`src/rtl/vec3_normalize.sv`:
```
// vec3_normalize
//   Scales a signed fixed-point vec3 by 1/length to give a unit vector.
//   One shared restoring divider handles x, y and z in turn, one quotient
//   bit per cycle. Valid/ready handshake on both sides, one vector in flight.
//
//   Optional build macro: VEC3_NORM_SATURATE_EN
//     When defined, clamps each quotient magnitude to 1.0 before the sign is applied.
//     When undefined, the raw quotient is used.
//
// Ports
//   clk        clock, rising edge
//   rst        asynchronous reset, active low
//   vec        {x,y,z}; each component is a signed Q(N-FRAC).FRAC value
//   length     unsigned Q(N-FRAC).FRAC magnitude of vec
//   valid_in   vec/length valid
//   ready_in   block can accept (IDLE only)
//   unit       {x,y,z} normalised result
//   valid_out  unit valid, held until ready_out
//   ready_out  downstream accepts unit
module vec3_normalize #(
  parameter int N    = 32,
  parameter int FRAC = 24
) (
  input  logic           clk,
  input  logic           rst,
  input  logic [3*N-1:0] vec,
  input  logic [N-1:0]   length,
  input  logic           valid_in,
  output logic           ready_in,
  output logic [3*N-1:0] unit,
  output logic           valid_out,
  input  logic           ready_out
);

  localparam int K  = FRAC + 2;        // quotient bits / cycles per component
  localparam int CW = $clog2(K);

  typedef enum logic [1:0] {
    IDLE = 2'd0,
    DIV  = 2'd1,
    DONE = 2'd2
  } state_t;

  state_t         state_q, state_d;
  logic [3*N-1:0] vec_q, vec_d;
  logic [3*N-1:0] unit_q, unit_d;
  logic [N-1:0]   len_q, len_d;
  logic [N-1:0]   rem_q, rem_d;
  logic [K-1:0]   dlo_q, dlo_d;
  logic [K-1:0]   quo_q, quo_d;
  logic [CW-1:0]  cnt_q, cnt_d;
  logic [1:0]     comp_q, comp_d;

  logic [N:0]     rem_sh;
  logic           ge;
  logic [N-1:0]   rem_sub;
  logic [N-1:0]   ld_c;
  logic [N:0]     ld_abs;
  logic [N-1:0]   prev_c;
  logic [K-1:0]   mag;
  logic [N-1:0]   res;

  // One restoring-division step.
  // The remainder is always below len, so the N-bit subtraction cannot wrap.
  always_comb begin
    rem_sh  = {rem_q, dlo_q[K-1]};
    ge      = (rem_sh >= {1'b0, len_q});
    rem_sub = rem_sh[N-1:0] - len_q;
  end

  // Component to load into the divider.
  // In IDLE this is x from the input port.
  // In DIV it is the component after the one being finished.
  always_comb begin
    if (state_q == IDLE) begin
      ld_c = vec[3*N-1:2*N];
    end else if (comp_q == 2'd0) begin
      ld_c = vec_q[2*N-1:N];
    end else begin
      ld_c = vec_q[N-1:0];
    end
    // The value is N+1 bits wide, so -2^(N-1) has an exact magnitude.
    ld_abs = {ld_c[N-1], ld_c};
    if (ld_c[N-1]) begin
      ld_abs = -ld_abs;
    end
  end

  // A quotient is written one cycle after its last iteration.
  // By then comp_q has advanced, so the finished component is comp_q-1.
  // quo_q still holds its final value during that cycle.
  always_comb begin
    case (comp_q)
      2'd1:    prev_c = vec_q[3*N-1:2*N];
      2'd2:    prev_c = vec_q[2*N-1:N];
      default: prev_c = vec_q[N-1:0];
    endcase
    mag = quo_q;
`ifdef VEC3_NORM_SATURATE_EN
    if (quo_q > {2'b01, {FRAC{1'b0}}}) begin
      mag = {2'b01, {FRAC{1'b0}}};
    end
`endif
    res = N'(mag);
    if (prev_c[N-1]) begin
      res = -res;
    end
  end

  always_comb begin
    state_d = state_q;
    vec_d   = vec_q;
    unit_d  = unit_q;
    len_d   = len_q;
    rem_d   = rem_q;
    dlo_d   = dlo_q;
    quo_d   = quo_q;
    cnt_d   = cnt_q;
    comp_d  = comp_q;
    case (state_q)
      IDLE: begin
        if (valid_in) begin
          vec_d  = vec;
          len_d  = length;
          unit_d = '0;
          quo_d  = '0;
          cnt_d  = '0;
          comp_d = '0;
          if (length == '0) begin
            state_d = DONE;
          end else begin
            rem_d   = {1'b0, ld_abs[N:2]};
            dlo_d   = {ld_abs[1:0], {FRAC{1'b0}}};
            state_d = DIV;
          end
        end
      end
      DIV: begin
        rem_d = ge ? rem_sub : rem_sh[N-1:0];
        dlo_d = {dlo_q[K-2:0], 1'b0};
        quo_d = {quo_q[K-2:0], ge};
        cnt_d = cnt_q + 1'b1;
        if (cnt_q == '0) begin
          case (comp_q)
            2'd1:    unit_d[3*N-1:2*N] = res;
            2'd2:    unit_d[2*N-1:N]   = res;
            2'd3:    unit_d[N-1:0]     = res;
            default: ;
          endcase
        end
        if (cnt_q == CW'(K - 1)) begin
          cnt_d  = '0;
          comp_d = comp_q + 1'b1;
          if (comp_q < 2'd2) begin
            rem_d = {1'b0, ld_abs[N:2]};
            dlo_d = {ld_abs[1:0], {FRAC{1'b0}}};
          end
        end
        // comp_q==3 is the write-back cycle for z.
        if (comp_q == 2'd3) begin
          state_d = DONE;
        end
      end
      DONE: begin
        if (ready_out) begin
          state_d = IDLE;
        end
      end
      default: state_d = IDLE;
    endcase
  end

  always_ff @(posedge clk or negedge rst) begin
    if (!rst) begin
      state_q <= IDLE;
      vec_q   <= '0;
      unit_q  <= '0;
      len_q   <= '0;
      rem_q   <= '0;
      dlo_q   <= '0;
      quo_q   <= '0;
      cnt_q   <= '0;
      comp_q  <= '0;
    end else begin
      state_q <= state_d;
      vec_q   <= vec_d;
      unit_q  <= unit_d;
      len_q   <= len_d;
      rem_q   <= rem_d;
      dlo_q   <= dlo_d;
      quo_q   <= quo_d;
      cnt_q   <= cnt_d;
      comp_q  <= comp_d;
    end
  end

  assign ready_in  = (state_q == IDLE);
  assign valid_out = (state_q == DONE);
  assign unit      = unit_q;

endmodule
```
`config.mk`:
```
export PLATFORM = sky130hd
export DESIGN_NAME = vec3_normalize
export DESIGN_NICKNAME = d
export VERILOG_FILES = /design/src/rtl/vec3_normalize.sv
export SDC_FILE = /design/constraint.sdc
export NUM_CORES = 1
export LEC_CHECK = 0
export BUFFER_PORTS_ARGS = -buffer_cell sky130_fd_sc_hd__buf_2
export CORE_AREA = 10 10 148 185
export DETAILED_ROUTE_END_ITERATION = 12
export DIE_AREA = 0 0 158 195
export HOLD_SLACK_MARGIN = 0.02
export PLACE_DENSITY = 0.9
export SYNTH_ARGS = -nofsm -noshare
export SYNTH_HDL_FRONTEND = slang
export SYNTH_SLANG_ARGS = --single-unit
```
`constraint.sdc`:
```
create_clock -name clk -period 6.6 [get_ports clk]
set_input_delay 0.66 -clock clk [delete_from_list [all_inputs] [get_ports clk]]
set_output_delay 0.66 -clock clk [all_outputs]
set_load 0.1 [all_outputs]
```
==> run summary <==
Hold-fix buffer count after cts - 0
Adder-cell area share of the yosys netlist - 3.67%
Multi-input logic area - 0.00733 mm^2
DIE AREA - 0.0308 mm^2
Total of max-cap violations - 0
GRT Util Overall - 25.7%
Routed Antenna Nets - 0
Gpl congestion - 0.982
Syn Area/Cell - 8.84 um^2
Post-CTS sizing - 0
Vias in the first global route - 13100
Worst skew pair latency - 0.55 ns
Sequential cell area - 0.00656 mm^2
Synth Area in XOR/XNOR - 4.47%
CTS sink cnt - 262
Pre-antenna DRT Iters - 5
CP endpoint kind - flip-flop
Core area - 0.0239 mm^2
# IOs - 230
Wire length per cell - 19.2 um
Outcome - complete, no violations
Setup TNS - 0 ns
Die height - 195 um
Fillers - 1767
Total wire length - 40800 um
Synth Area in Simple Gates - 19.9%
Post-CTS Setup Bufs - 0
DR vias/cell - 6.06
Sequential area share after synthesis - 45.2%
Area leader, netlist - dfrtp_1
Max Freq - 0.251 GHz
Main combinational cell family by area after synthesis - simple AND/OR/NAND/NOR gates
FF-to-FF path depth - 10
Largest net degree at the start of global routing - 167
Starting DRC count in detailed routing - 818
Clock root cell - clkbuf_16
Cell count after synthesis - 1640
Commonest non-fill, non-tap cell in the layout - nand2_1
H-tree depth - 1
WP data required - 6.99 ns
Synth unique cells - 77
CP Max Fanout - 36
FFs w/ async S/R, synth - 100%
# rows - 64
Min Tclk post-route - 3.99 ns
Initial antenna violation count - 4
Crit start category - flip-flop
Port bufs - 229
Die Wd - 158 um
Initial Util - 60.6%
CTS tree - yes
Slew margin rel. - 10.1%
Residual DRC - 0
Most used DFF post-synth - dfrtp_1
Syn Nets - 1814
Layout cell share with drive strength beyond 1 - 18.5%
Critical setup path kind - reg2reg
Global-route wire length before repair - 65500 um
Period utilisation layout - 60.4%
Max Clock Skew - 0.0183 ns
Reg2reg setup slack - 2.61 ns
EDFF count, synth - 0
Worst reg2reg startpoint - comp_q[0]$_DFFE_PN0P_
Compound-Gate Fraction of Synth Area - 16.3%
Synth warnings - 0
Worst R2R End - rem_q[23]$_DFFE_PN0P_
Global route overflow - 0
Setup Viol. Count Final - 0
Min-Delay Path Class - in2async
Worst-path clk slew - 0.07 ns
Top cell type's share of synthesized area - 45.2%
Synth-to-Final Area Change - 15.4%
Slew Viols, Final - 0
Synth area leaders - dfrtp_1, nand2_1, mux2i_1
Synthesized flop and latch total - 262
Mux contribution to synthesized area - 6.05%
Nets - 1985
DR vias - 12900
Pin slew with the least headroom to its limit - 1.34 ns
Most frequent cells in the layout - nand2_1, dfrtp_1, buf_2
Clk buf depth - 3
Final Hold Vio Count - 0
Post-DP HPWL - 29300 um
Mapped cell area - 0.0145 mm^2
CTS Buf Count - 27
Worst path arrival time - 4.38 ns
RSZ-0062 raised after global routing - false
logic make-up (layout without fill, tap and decap cells):
logic type | Yosys count | count (layout)
simple gates | 675 | 675
compound gates | 355 | 355
flops | 262 | 262
buf+inv | 149 | 338
mux | 83 | 83
xor+xnor | 74 | 74
fa+ha+maj | 42 | 42
other cells | 0 | 2
synthesized netlist by cell type, types with 8 or more instances:
cell and instances:
a211oi_1 9, a21o_1 36, a21oi_1 58, a22o_1 21, a22oi_1 13, a31oi_1 10, and2_1 8, buf_2 12
clkbuf_1 70, dfrtp_1 262, ha_1 41, inv_1 51, mux2_2 22, mux2i_1 56, nand2_1 462, nand3_1 20
nand4_1 14, nor2_1 90, nor3_1 17, nor4_1 14, o21ai_0 90, o221ai_1 11, o31ai_1 45, xnor2_1 41
xor2_1 33
routing by layer:
layer  up-vias  GRT usage [%]  part of all wire (%)
met5         -              0                 0.054
met1      6214           29.5                    38
li1       5988              -                     -
met4         4           13.7                   5.4
met3       138           4.40                   6.8
met2       560           44.5                    50
flip-flops by register name (all words and copies together) (netlist names):
signal	cells
cnt_q	5
comp_q	2
dlo_q	2
len_q	32
mag	26
rem_q	32
state_q	2
unit	96
vec_q	65
worst max-delay path: stages, from the launching register on:
cell      delay, ns
dfrtp_1        0.42
inv_1          0.15
ha_2           0.83
mux2_2         0.42
mux2i_1        0.31
nand3_1        0.25
nor4b_4        0.48
and3_1         0.39
a21oi_1        0.13
xor2_1         0.27
o221ai_1       0.16
cell type report:
class / count / area share [%]
Antenna cell: 2 / 0.0299
Clock buffer: 31 / 4.37
Clock inverter: 16 / 1.78
Inverter: 52 / 1.17
Multi-Input combinational cell: 1229 / 43.8
Sequential cell: 262 / 39.2
Tap cell: 297 / 2.22
Timing Repair Buffer: 239 / 7.43
stage by stage:
step	hold WS [ns]	worst slack (ns)	instances	cell area [um^2]	utilization, %
final	0.143	2.61	2128	16700	69.9
after global routing	0.199	2.40	2128	16700	69.9
after CTS	0.161	2.62	2126	16700	69.9
after detailed placement	0.456	2.29	2079	15700	65.6
after global placement	0.453	2.38	2079	15700	65.6
after floorplan	0.364	3.83	1640	14500	-
worst max-delay path by stage:
stage,from,to,slack (ns),cells past startpoint
2_1_floorplan,comp_q[0]$_DFFE_PN0P_,rem_q[28]$_DFFE_PN0P_,3.83,13
3_3_place_gp,length[6],rem_q[28]$_DFFE_PN0P_,2.38,9
3_5_place_dp,length[6],rem_q[28]$_DFFE_PN0P_,2.29,9
4_1_cts,comp_q[0]$_DFFE_PN0P_,rem_q[23]$_DFFE_PN0P_,2.62,10
5_1_grt,comp_q[1]$_DFFE_PN0P_,rem_q[23]$_DFFE_PN0P_,2.40,10
6_report,comp_q[0]$_DFFE_PN0P_,rem_q[23]$_DFFE_PN0P_,2.61,10
Power is left out: the tool's default activity adds up to more than one toggle a clock period on the data nets, which glitch-free logic cannot reach.
